`config.mk`:
```
export PLATFORM = sky130hd
export DESIGN_NAME = hankel_stream_gen
export DESIGN_NICKNAME = d
export VERILOG_FILES = /design/src/rtl/hankel_stream_gen.sv
export SDC_FILE = /design/constraint.sdc
export NUM_CORES = 1
export LEC_CHECK = 0
export CAP_MARGIN = 25
export CELL_PAD_IN_SITES_DETAIL_PLACEMENT = 1
export CELL_PAD_IN_SITES_GLOBAL_PLACEMENT = 1
export CORE_UTILIZATION = 50
export CTS_CLUSTER_DIAMETER = 40
export DETAILED_ROUTE_END_ITERATION = 8
export PLACE_DENSITY_LB_ADDON = 0.1
export SETUP_SLACK_MARGIN = 0.4
export SYNTH_ARGS = -nofsm -noshare
export SYNTH_HDL_FRONTEND = slang
export SYNTH_SLANG_ARGS = --single-unit
```
`constraint.sdc`:
```
create_clock -name clk -period 4.1 [get_ports clk]
set_input_delay 0.82 -clock clk [delete_from_list [all_inputs] [get_ports clk]]
set_output_delay 0.82 -clock clk [all_outputs]
set_load 0.05 [all_outputs]
```
`src/rtl/hankel_stream_gen.sv`:
```
// rtl/hankel_stream_gen.sv - loads 2N-1 samples from memory and streams the NxN Hankel matrix
//
// Purpose:
//   On an accepted start, reads x[0..2N-2] from a synchronous sample memory
//   (one-cycle read latency) into a local buffer.
//   It then emits H[i][j] = x[i+j] row-major on a valid/ready stream, one beat per
//   accepted handshake.
//
// Build option:
//   HANKEL_TOEPLITZ_EN adds the toep input, which is sampled with start.
//   With toep=1 the block emits T[i][j] = x[N-1+i-j] instead.
//   The load sequence, timing, indices and handshake are unchanged.
//
// Ports:
//   clk, rst_n            clock, asynchronous active-low reset
//   start, base           job request pulse and x[0] address (sampled in IDLE)
//   toep                  Toeplitz select (only with HANKEL_TOEPLITZ_EN)
//   addr, rd, data        sample memory read port (data valid the cycle after rd)
//   out_data/row/col      current matrix element and its indices
//   out_last              marks element (N-1,N-1)
//   out_valid, out_ready  stream handshake
//   busy, done            job in progress, one-cycle completion pulse
module hankel_stream_gen #(
  parameter int DW = 16,
  parameter int AW = 8,
  parameter int N  = 8,
  parameter int IW = $clog2(2*N)
) (
  input  logic          clk,
  input  logic          rst_n,
  input  logic          start,
  input  logic [AW-1:0] base,
`ifdef HANKEL_TOEPLITZ_EN
  input  logic          toep,
`endif
  output logic [AW-1:0] addr,
  output logic          rd,
  input  logic [DW-1:0] data,
  output logic [DW-1:0] out_data,
  output logic [IW-1:0] out_row,
  output logic [IW-1:0] out_col,
  output logic          out_last,
  output logic          out_valid,
  input  logic          out_ready,
  output logic          busy,
  output logic          done
);

  localparam int            L       = 2*N - 1;
  localparam logic [IW-1:0] LAST_K  = IW'(L - 1);
  localparam logic [IW-1:0] LAST_RC = IW'(N - 1);

  typedef enum logic [1:0] {S_IDLE, S_LOAD, S_EMIT, S_DONE} state_t;

  state_t        state_q, state_d;
  logic [AW-1:0] addr_q, addr_d;
  logic          rd_q, rd_d;
  logic [IW-1:0] k_q, k_d;
  logic          cap_v_q, cap_v_d;
  logic [IW-1:0] cap_idx_q, cap_idx_d;
  logic          toep_q, toep_d;
  logic [DW-1:0] out_data_q, out_data_d;
  logic [IW-1:0] out_row_q, out_row_d;
  logic [IW-1:0] out_col_q, out_col_d;
  logic          out_last_q, out_last_d;
  logic          out_valid_q, out_valid_d;
  logic          busy_q, busy_d;
  logic          done_q, done_d;
  logic [IW-1:0] nxt_row, nxt_col;
  logic          toep_in;

  logic [DW-1:0] sbuf_q [L];

`ifdef HANKEL_TOEPLITZ_EN
  assign toep_in = toep;
`else
  assign toep_in = 1'b0;
`endif

  // Buffer index for element (r,c). Both results lie in 0..2N-2, so modular
  // IW-bit arithmetic yields the exact value.
  function automatic logic [IW-1:0] sel_idx(input logic [IW-1:0] r,
                                            input logic [IW-1:0] c,
                                            input logic          tp);
    if (tp) return LAST_RC + r - c;
    return r + c;
  endfunction

  always_comb begin
    state_d     = state_q;
    addr_d      = addr_q;
    rd_d        = rd_q;
    k_d         = k_q;
    cap_v_d     = cap_v_q;
    cap_idx_d   = cap_idx_q;
    toep_d      = toep_q;
    out_data_d  = out_data_q;
    out_row_d   = out_row_q;
    out_col_d   = out_col_q;
    out_last_d  = out_last_q;
    out_valid_d = out_valid_q;
    busy_d      = busy_q;
    done_d      = 1'b0;
    nxt_row     = out_row_q;
    nxt_col     = out_col_q;

    case (state_q)
      S_IDLE: begin
        if (start) begin
          state_d   = S_LOAD;
          addr_d    = base;
          rd_d      = 1'b1;
          k_d       = '0;
          cap_v_d   = 1'b0;
          cap_idx_d = '0;
          toep_d    = toep_in;
          busy_d    = 1'b1;
        end
      end

      S_LOAD: begin
        // Capture strobe trails the read strobe by the memory latency.
        cap_v_d = rd_q;
        if (rd_q) begin
          k_d = k_q + 1'b1;
          if (k_q == LAST_K) rd_d = 1'b0;
          else               addr_d = addr_q + 1'b1;
        end
        if (cap_v_q) begin
          cap_idx_d = cap_idx_q + 1'b1;
          if (cap_idx_q == LAST_K) begin
            // The first element (index 0 or N-1) was captured earlier.
            // That lets it be read from the buffer in the same cycle as the final capture.
            state_d     = S_EMIT;
            out_valid_d = 1'b1;
            out_row_d   = '0;
            out_col_d   = '0;
            out_last_d  = 1'b0;
            out_data_d  = sbuf_q[sel_idx('0, '0, toep_q)];
          end
        end
      end

      S_EMIT: begin
        if (out_ready) begin
          if (out_last_q) begin
            state_d     = S_DONE;
            out_valid_d = 1'b0;
            out_last_d  = 1'b0;
            out_data_d  = '0;
            out_row_d   = '0;
            out_col_d   = '0;
            busy_d      = 1'b0;
            done_d      = 1'b1;
          end else begin
            if (out_col_q == LAST_RC) begin
              nxt_row = out_row_q + 1'b1;
              nxt_col = '0;
            end else begin
              nxt_col = out_col_q + 1'b1;
            end
            out_row_d  = nxt_row;
            out_col_d  = nxt_col;
            out_last_d = (nxt_row == LAST_RC) && (nxt_col == LAST_RC);
            out_data_d = sbuf_q[sel_idx(nxt_row, nxt_col, toep_q)];
          end
        end
      end

      default: begin
        state_d = S_IDLE;
      end
    endcase
  end

  always_ff @(posedge clk or negedge rst_n) begin
    if (!rst_n) begin
      state_q     <= S_IDLE;
      addr_q      <= '0;
      rd_q        <= 1'b0;
      k_q         <= '0;
      cap_v_q     <= 1'b0;
      cap_idx_q   <= '0;
      toep_q      <= 1'b0;
      out_data_q  <= '0;
      out_row_q   <= '0;
      out_col_q   <= '0;
      out_last_q  <= 1'b0;
      out_valid_q <= 1'b0;
      busy_q      <= 1'b0;
      done_q      <= 1'b0;
    end else begin
      state_q     <= state_d;
      addr_q      <= addr_d;
      rd_q        <= rd_d;
      k_q         <= k_d;
      cap_v_q     <= cap_v_d;
      cap_idx_q   <= cap_idx_d;
      toep_q      <= toep_d;
      out_data_q  <= out_data_d;
      out_row_q   <= out_row_d;
      out_col_q   <= out_col_d;
      out_last_q  <= out_last_d;
      out_valid_q <= out_valid_d;
      busy_q      <= busy_d;
      done_q      <= done_d;
    end
  end

  // Sample storage has no reset; it is always fully rewritten before being read.
  always_ff @(posedge clk) begin
    if (state_q == S_LOAD && cap_v_q) sbuf_q[cap_idx_q] <= data;
  end

  assign addr      = addr_q;
  assign rd        = rd_q;
  assign out_data  = out_data_q;
  assign out_row   = out_row_q;
  assign out_col   = out_col_q;
  assign out_last  = out_last_q;
  assign out_valid = out_valid_q;
  assign busy      = busy_q;
  assign done      = done_q;

endmodule
```
# --- Yosys cells after proc, flatten, opt, wreduce, memory -nomap -nowiden ---
# Memory sizes are Yosys's and may differ from the RTL's.
# Index checks and enable logic that the tools add are counted.
op_classes:
  mux: 70
  magnitude_cmp: 0
  eq_ne: 14
  div_mod_pow: 0
  n_bitwise: 0
  n_addsub: 6
  multipliers: 0
  n_reduce_logical: 14
  n_shift: 0
op_table:
  columns: ["op", "count"]
  rows:
  - ["2-to-1 mux 4 bit", 25]
  - ["2-to-1 mux 16 bit", 4]
  - ["case mux 16 bit (2 select lines)", 1]
  - ["case mux 4 bit (2 select lines)", 4]
  - ["2-to-1 mux 8 bit", 3]
  - ["2-to-1 mux 1 bit", 21]
  - ["adder 4 x 1 -> 4 bit, second input constant", 4]
  - ["case mux 8 bit (2 select lines)", 1]
  - ["!= test 2 bit, second input constant", 7]
  - ["equality test 4 x 3 -> 1 bit, second input constant", 3]
  - ["AND reduction 4 bit", 3]
  - ["2-to-1 mux 2 bit", 5]
  - ["case mux 1 bit (2 select lines)", 5]
  - ["AND reduction 5 bit", 2]
  - ["adder 8 x 1 -> 8 bit, second input constant", 1]
  - ["equality test 4 bit, second input constant", 2]
  - ["case mux 2 bit (3 select lines)", 1]
  - ["AND reduction 3 bit", 2]
  - ["nonzero test 2 bit", 3]
  - ["adder 4 bit", 1]
  - ["equality test 2 x 1 -> 1 bit, second input constant", 1]
  - ["equality test 2 bit, second input constant", 1]
  - ["logical AND 1 bit", 2]
  - ["logical NOT 2 bit", 1]
  - ["AND reduction 2 bit", 1]
totals:
  ram_bits: 240
  inputBits: 28
  memories: 1
  ff_bits: 48
  romBits: 0
  elab_cells: 118
  latch_bits: 0
memory_table:
  columns: ["memory", "words", "width", "read_ports", "rd_ports_with_merged_regs", "write_ports", "line", "source"]
  rows:
  - ["sbuf_q", 15, 16, 2, 0, 1, "72", "logic [DW-1:0] sbuf_q [L];"]

# --- Logic depth before layout (Yosys ltp) ---
# Gate-level depths: netlist of the first run.
# An unclocked memory read counts as a cell.
logic_depth:
  depth_word: 14
  depth_mapped: 14

# --- Least setup slack after synthesis of the first run ---
# Ideal clock, no wire load.
synth_timing:
  kind: "flip-flop to flip-flop"
  startpoint: "register out_col_q[0], in the netlist out_col[0]"
  endpoint: "register out_data_q[10], in the netlist out_data[10]"
  setup_ns: 0.074
  path_stages_with_launch: 14
  slack_ns: 0.435
  period_less_slack_ns: 3.665
  t_arrival_ns: 3.591
  path_cell_list: "dfrtp_1 > ha_1 > and3b_1 > buf_6 > xor2_1 > ha_1 > inv_1 > fa_1 > xor2_1 > buf_4 > dlygate4sd3_1 > a21oi_1 > mux2_4 > o21ai_2"
synth_between:
  elab_chain_len: 14
  elab_cells_between_ends: 19
  cone_classes: "add/sub: 2; eq/ne: 1; mux: 15; memory: 1"
synth_rtl:
  columns: ["element", "line", "source"]
  rows:
  - ["start: declaration", "64", "logic [IW-1:0] out_col_q, out_col_d;"]
  - ["start signal: assignment", "202", "out_col_q <= out_col_d;"]
  - ["adder 4 x 1 -> 4 bit / equality test 4 x 3 -> 1 bit (equally long branches)", "160, 156", null]
  - ["2-to-1 mux 4 bit", "156", "if (out_col_q == LAST_RC) begin"]
  - ["2-to-1 mux 4 bit", "146", "if (out_last_q) begin"]
  - ["2-to-1 mux 4 bit", "145", "if (out_ready) begin"]
  - ["2-to-1 mux 4 bit", "107", "case (state_q)"]
  - ["adder 4 bit (*)", "86", "return r + c;"]
  - ["2-to-1 mux 4 bit (*)", "86", null]
  - ["2-to-1 mux 4 bit (*)", "146", null]
  - ["2-to-1 mux 4 bit (*)", "145", null]
  - ["2-to-1 mux 4 bit (*)", "107", null]
  - ["memory read (15 x 16 bit) (*)", null, null]
  - ["2-to-1 mux 16 bit (*)", "146", null]
  - ["2-to-1 mux 16 bit (*)", "145", null]
  - ["case mux 16 bit (2 select lines) (*)", "107", null]
  - ["end signal: assignment", "200", "out_data_q <= out_data_d;"]
  - ["end: declaration", "62", "logic [DW-1:0] out_data_q, out_data_d;"]
# Every way passes the cells marked *; elsewhere a longest branch is shown, timed or not. The select of a mux whose other input is x is not followed.
# A chain may end at the register's enable or synchronous reset.

# --- Final worst setup path of the first run ---
layout_timing:
  startpoint: "register out_col_q[0], in the netlist out_col[0]"
  endpoint: "register out_data_q[13], in the netlist out_data[13]"
# The elaborated chain is that of the path after synthesis.

==> metrics.txt, run 1 <==
status=finished, final reports clean; # IOs=65; placed insts=1,128; H-tree levels=2; fin crit period=3.76 ns; final wirelength=31,300 um; initial antenna violation count=1; CTS Sinks=288; GRT Total Usage=0.255; dpl ws=0.195 ns; RD Place Congestion=0.791; vias in the first global route=7,827; full die area=0.0251 mm^2; CTS Hold Bufs=0; Pre-antenna DRT Iters=4; Setup TNS=0 ns; Max Fclk=266 MHz; Layout Skew=0.0186 ns; Seq/Total Area, Yosys=0.687; Mapped Area=0.0122 mm^2; asr flop ratio synth=0.167; PwrDens=459 mW/mm^2; Hold WS=0.417 ns; relative slew slack=0.428; Yosys reg bits=288; GRT overflow=0; Post-synth EDFFs=240; Pleak=5.52 nW; internal reg-to-reg setup slack=0.34 ns; Period Utilization, post-route=0.916; Mean Syn Cell Area=16.1 um^2; final hold viol count=0; worst slew pin tran=0.858 ns; Worst Setup Slack, final=0.343 ns; Worst-path clk slew=0.05 ns; share of Yosys cell area claimed by the top area cell type=0.589; main flop type after synthesis=edfxtp_1; Final HPWL DP=18,500 um; CTS buffer count=41; layout cells sized above 1=0.219; Max VDD drop=0.000352 V; Routed Antenna Nets=0; critical path endpoint category=register; RSZ-0062 raised after global routing=true; Vias/cell=5.95; MaxCap Viol Count=0; Pins Over Slew Limit=0; Nets=907; arrival time worst endpoint=4.13 ns; worst path required time=4.48 ns; worst skew pair latency=0.52 ns; R2R Path Start=out_col[0]; post-DR wirelength/cell=25.8 um; Die Y=158 um; Row Count=56; Worst Hold Class=input port to asynchronous set/reset pin; # port buffers=64; synth top area cells=edfxtp_1 59%, dfrtp_1 9.8%, mux4_2 8.8%; total power=6.84 mW; cell taking the most area after synthesis=edfxtp_1; Die X=158 um; clock tree from TritonCTS=done; CORE AREA=0.0238 mm^2; crit path launch type=register; Initial Utilization=0.515; final std cells w/o fill=1,214; Cell variety after synth=50; r2r worst-path depth=12; worst-case clock buffer depth=3; first-pass GRT wire length=45,800 um; final instance area=0.0149 mm^2; largest net degree at the start of global routing=51; 1st-iter DRT viols=498; syn nets=808; reg2reg end=out_data[13]; Final setup viols=0; crit path max fanout=30; critical path class=register to register; Cell Area, Placed=0.0134 mm^2; Area Growth Syn to Fin=21.8%; CTS root buffer=clkbuf_16; DRC=0; Finished Core Util=0.627; Synth Instances=762; Syn. warnings=0; Vias=7,219
report_power, final:
group          switching, mW  internal (mW)
clock                   1.31           2.28
combinational         0.0444         0.0235
sequential                 0           3.17
critical path, cell delays in order (launching register included):
cell      delay, ns
dfrtp_2        0.45
ha_1           0.26
and3b_2        0.27
xor2_1         0.30
ha_4           0.20
inv_1          0.06
fa_4           0.88
buf_12         0.21
nor2_1         0.07
a211oi_1       0.22
a21oi_1        0.09
mux2_2         0.28
o21ai_0        0.33
cell families (layout without fill, tap and decap cells):
logic type / after synthesis / in the layout / synth area share
adder cells (fa/ha/maj): 18 / 18 / 0.0190
flip-flops: 288 / 288 / 0.687
XOR/XNOR: 7 / 7 / 0.00716
AND/OR/NAND/NOR: 115 / 115 / 0.0460
other: 0 / 1 / 0
buffers and inverters: 71 / 203 / 0.0269
AO/OA/AOI/OAI: 162 / 162 / 0.0775
multiplexers: 101 / 101 / 0.136
Yosys cell counts, types with 4 or more instances:
cell type and instances:
edfxtp_1 240, o21ai_0 83, dfrtp_1 48, mux4_2 48, mux2i_1 37, nor2_1 31
a21oi_1 29, inv_1 28, nand2_1 27, clkbuf_1 25, a211oi_1 17, ha_1 17
and3_1 11, nand3_1 11, mux2_4 10, o21ai_2 10, buf_2 9, nor3_1 9
and2_1 8, a22oi_1 6, mux2_2 6, a22o_1 5, nand2b_1 4, o31ai_1 4
per-layer routing:
metal | wire length, um | track usage | up-vias
met4 | 953 | 0.105 | 0
li1 | - | - | 3157
met3 | 1350 | 0.0430 | 59
met2 | 16600 | 0.450 | 178
met1 | 12400 | 0.311 | 3825
met5 | 0 | 0 | -
registers in the layout (all words and copies together), names as in the netlist:
register   flops
addr           8
busy           1
cap_idx_q      4
cap_v_q        1
done           1
k_q            4
out_col        4
out_data      16
out_last       1
out_row        4
out_valid      1
rd             1
sbuf_q       240
state_q        2
worst max path at each step:
stage | startpoint | endpoint | cells after the start
2_1_floorplan | out_col[0] | out_data[10] | 13
3_3_place_gp | out_col[0] | out_data[10] | 12
3_5_place_dp | out_col[0] | out_data[10] | 12
4_1_cts | out_col[0] | out_data[8] | 12
5_1_grt | out_col[1] | out_data[13] | 12
6_report | out_col[0] | out_data[13] | 12
final cells by class:
| type | instances | area (um^2) |
|---|---|---|
| Antenna cell | 1 | 2.50 |
| Clock buffer | 50 | 1150 |
| Sequential cell | 288 | 8410 |
| Multi-Input combinational cell | 403 | 3560 |
| Timing Repair Buffer | 99 | 991 |
| Tap cell | 319 | 399 |
| Fill cell | 2139 | 8850 |
| Clock inverter | 26 | 279 |
| Inverter | 28 | 105 |
cell usage in the layout, fill, tap and decap left out, drive strengths merged, types with 27 or more instances in the layout:
cell type        n
buf             36
dfrtp           48
a21oi           29
inv             35
mux2i           37
nand2           27
nor2            31
o21ai           94
clkbuf          50
edfxtp         240
clkdlybuf4s50   63
mux4            48
repair_timing:
action	4_1_cts	5_1_grt
endpoints found under the setup margin	13	13
pin swaps	0	1
resized for setup	2	3
buffers inserted	0	6
Note: power is estimated with default switching activity, not from simulation.
==> run 2, diff against run 1 <==
CTS_CLUSTER_SIZE = 25   (was unset)
==> run 2 against run 1 <==
Clock power grew 2%. Critical path depth fell by 1. Count of clock-buffer cells in the layout decreased by 7. Sequential power is essentially flat. Die area unchanged. Sequential share of layout area hardly changed. Non-clock buffer count down 4. First-iteration DRC count rose by 7.8%. Register-to-register slack gained 0.22 ns. Cell count down 0.74%. Worst setup slack improved by 0.22 ns. Utilization is essentially flat. Largest cell class unchanged. Highest routed layer unchanged.
==> metrics.txt, run 2 (synthesis gave the netlist of run 1 again) <==
Pins Over Slew Limit=0; internal power=5.51 mW; Die X=158 um; Logic pwr share=0.010; worst path required time=4.50 ns; Largest Register=sbuf_q; Max VDD drop=0.000457 V; layout cells sized above 1=0.217; 1st-iter DRT viols=537; Die Y=158 um; vias in the first global route=7,851; CTS root buffer=clkbuf_16; GRT Total Usage=0.256; Vias/cell=5.94; post-DR wirelength/cell=25.8 um; Worst Hold Class=input port to asynchronous set/reset pin; Setup TNS=0 ns; crit path launch type=register; critical path endpoint category=register; clock network power share=0.531; Antenna diodes=0; Hold WS=0.386 ns; leading cell type in the layout, fill and taps excluded=edfxtp_1; Area Growth Syn to Fin=21.8%; Pleak=5.49 nW; Psw=1.39 mW; Vias=7,159; Layout Skew=0.0117 ns; CORE AREA=0.0238 mm^2; Pre-antenna DRT Iters=4; H-tree levels=2; Finished Core Util=0.628; status=finished, final reports clean; Max Fclk=283 MHz; fin crit period=3.54 ns; relative slew slack=0.464; Sw Share=0.202; crit path max fanout=25; Worst-path clk slew=0.06 ns; # port buffers=64; largest net degree at the start of global routing=51; commonest cells after routing, fill and taps aside=240 x edfxtp_1, 83 x o21ai_0, 63 x clkdlybuf4s50_1, 48 x mux4_2, 46 x dfrtp_1; GRT overflow=0; Final setup viols=0; CTS buffer count=40; max FFs per register=240; worst-case clock buffer depth=3; Final HPWL DP=18,500 um; arrival time worst endpoint=3.94 ns; DRC=0; RSZ-0062 raised after global routing=false; clock tree from TritonCTS=done; initial antenna violation count=0; MaxCap Viol Count=0; final hold viol count=0; worst skew pair latency=0.52 ns; Flop pwr share=0.459; worst slew pin tran=0.805 ns; first-pass GRT wire length=46,000 um; Period Utilization, post-route=0.863; CTS Hold Bufs=0; Nets=902; final wirelength=31,100 um; critical path class=register to register; Initial Utilization=0.515; Routed Antenna Nets=0; # IOs=65; full die area=0.0251 mm^2; Row Count=56; PwrDens=463 mW/mm^2; RD Place Congestion=0.791; CTS Sinks=288
[run 2: power groups by stage]
stage | Clock, mW | Sequential [mW] | Combinational (mW)
6_report | 3.67 | 3.17 | 0.0675
5_1_grt | 3.82 | 3.17 | 0.0744
4_1_cts | 3.73 | 3.17 | 0.0685
3_5_place_dp | 0 | 3.23 | 0.0682
3_3_place_gp | 0 | 3.23 | 0.0633
2_1_floorplan | 0 | 3.23 | 0.000200
[run 2: metrics by stage]
stage | area (um^2) | setup WS (ns) | total power, mW | std cells
final | 14900 | 0.560 | 6.91 | 1205
after global placement | 13400 | 0.418 | 3.30 | 1128
after CTS | 14800 | 0.448 | 6.97 | 1200
after global routing | 14900 | 0.403 | 7.06 | 1205
after detailed placement | 13400 | 0.195 | 3.30 | 1128
after floorplan | 12200 | 0.435 | 3.23 | 762
[run 2: per-layer routing]
metal  global-route usage  part of all wire
met5                    0                 0
met4                0.101             0.030
met3               0.0392             0.043
met2                0.448              0.52
met1                0.320              0.41
[run 2: path summary, 6_finish.rpt]
path / from / endpoint / slack, ns / cells after the start
max: out_col[0] / out_data[11] / 0.56 / 11
max in group asynchronous: rst_n / addr[2] / 2.91 / 2
min: rst_n / out_col[3] / 0.39 / 1
min in group clk: addr[1] / addr[1] / 0.57 / 2
max reg2reg: out_col[0] / out_data[11] / 0.56 / 11
min reg2reg: addr[1] / addr[1] / 0.57 / 2
[run 2: layout make-up]
class                      count  area [um^2]
multi-input combinational    403         3570
fill                        2118         8850
timing repair buffer          95          991
clock buffer                  43         1030
clock inverter                29          399
inverter                      28          105
tap                          319          399
sequential                   288         8410
[run 2: repair_timing]
item | 4_1_cts | 5_1_grt
pin swaps | 0 | 0
gates resized for setup | 2 | 5
gates cloned | 0 | 1
buffers inserted | 0 | 1
endpoints found under the setup margin | 11 | 12
[run 2: worst max-delay path: stages, from the launching register on]
cell and delay (ns):
dfrtp_2 0.45, ha_1 0.26, and3b_2 0.29, xor2_2 0.19, ha_4 0.16, inv_1 0.06, fa_4 0.94, buf_16 0.22
mux4_2 0.33, a21oi_1 0.27, mux2_4 0.20, o21ai_2 0.05
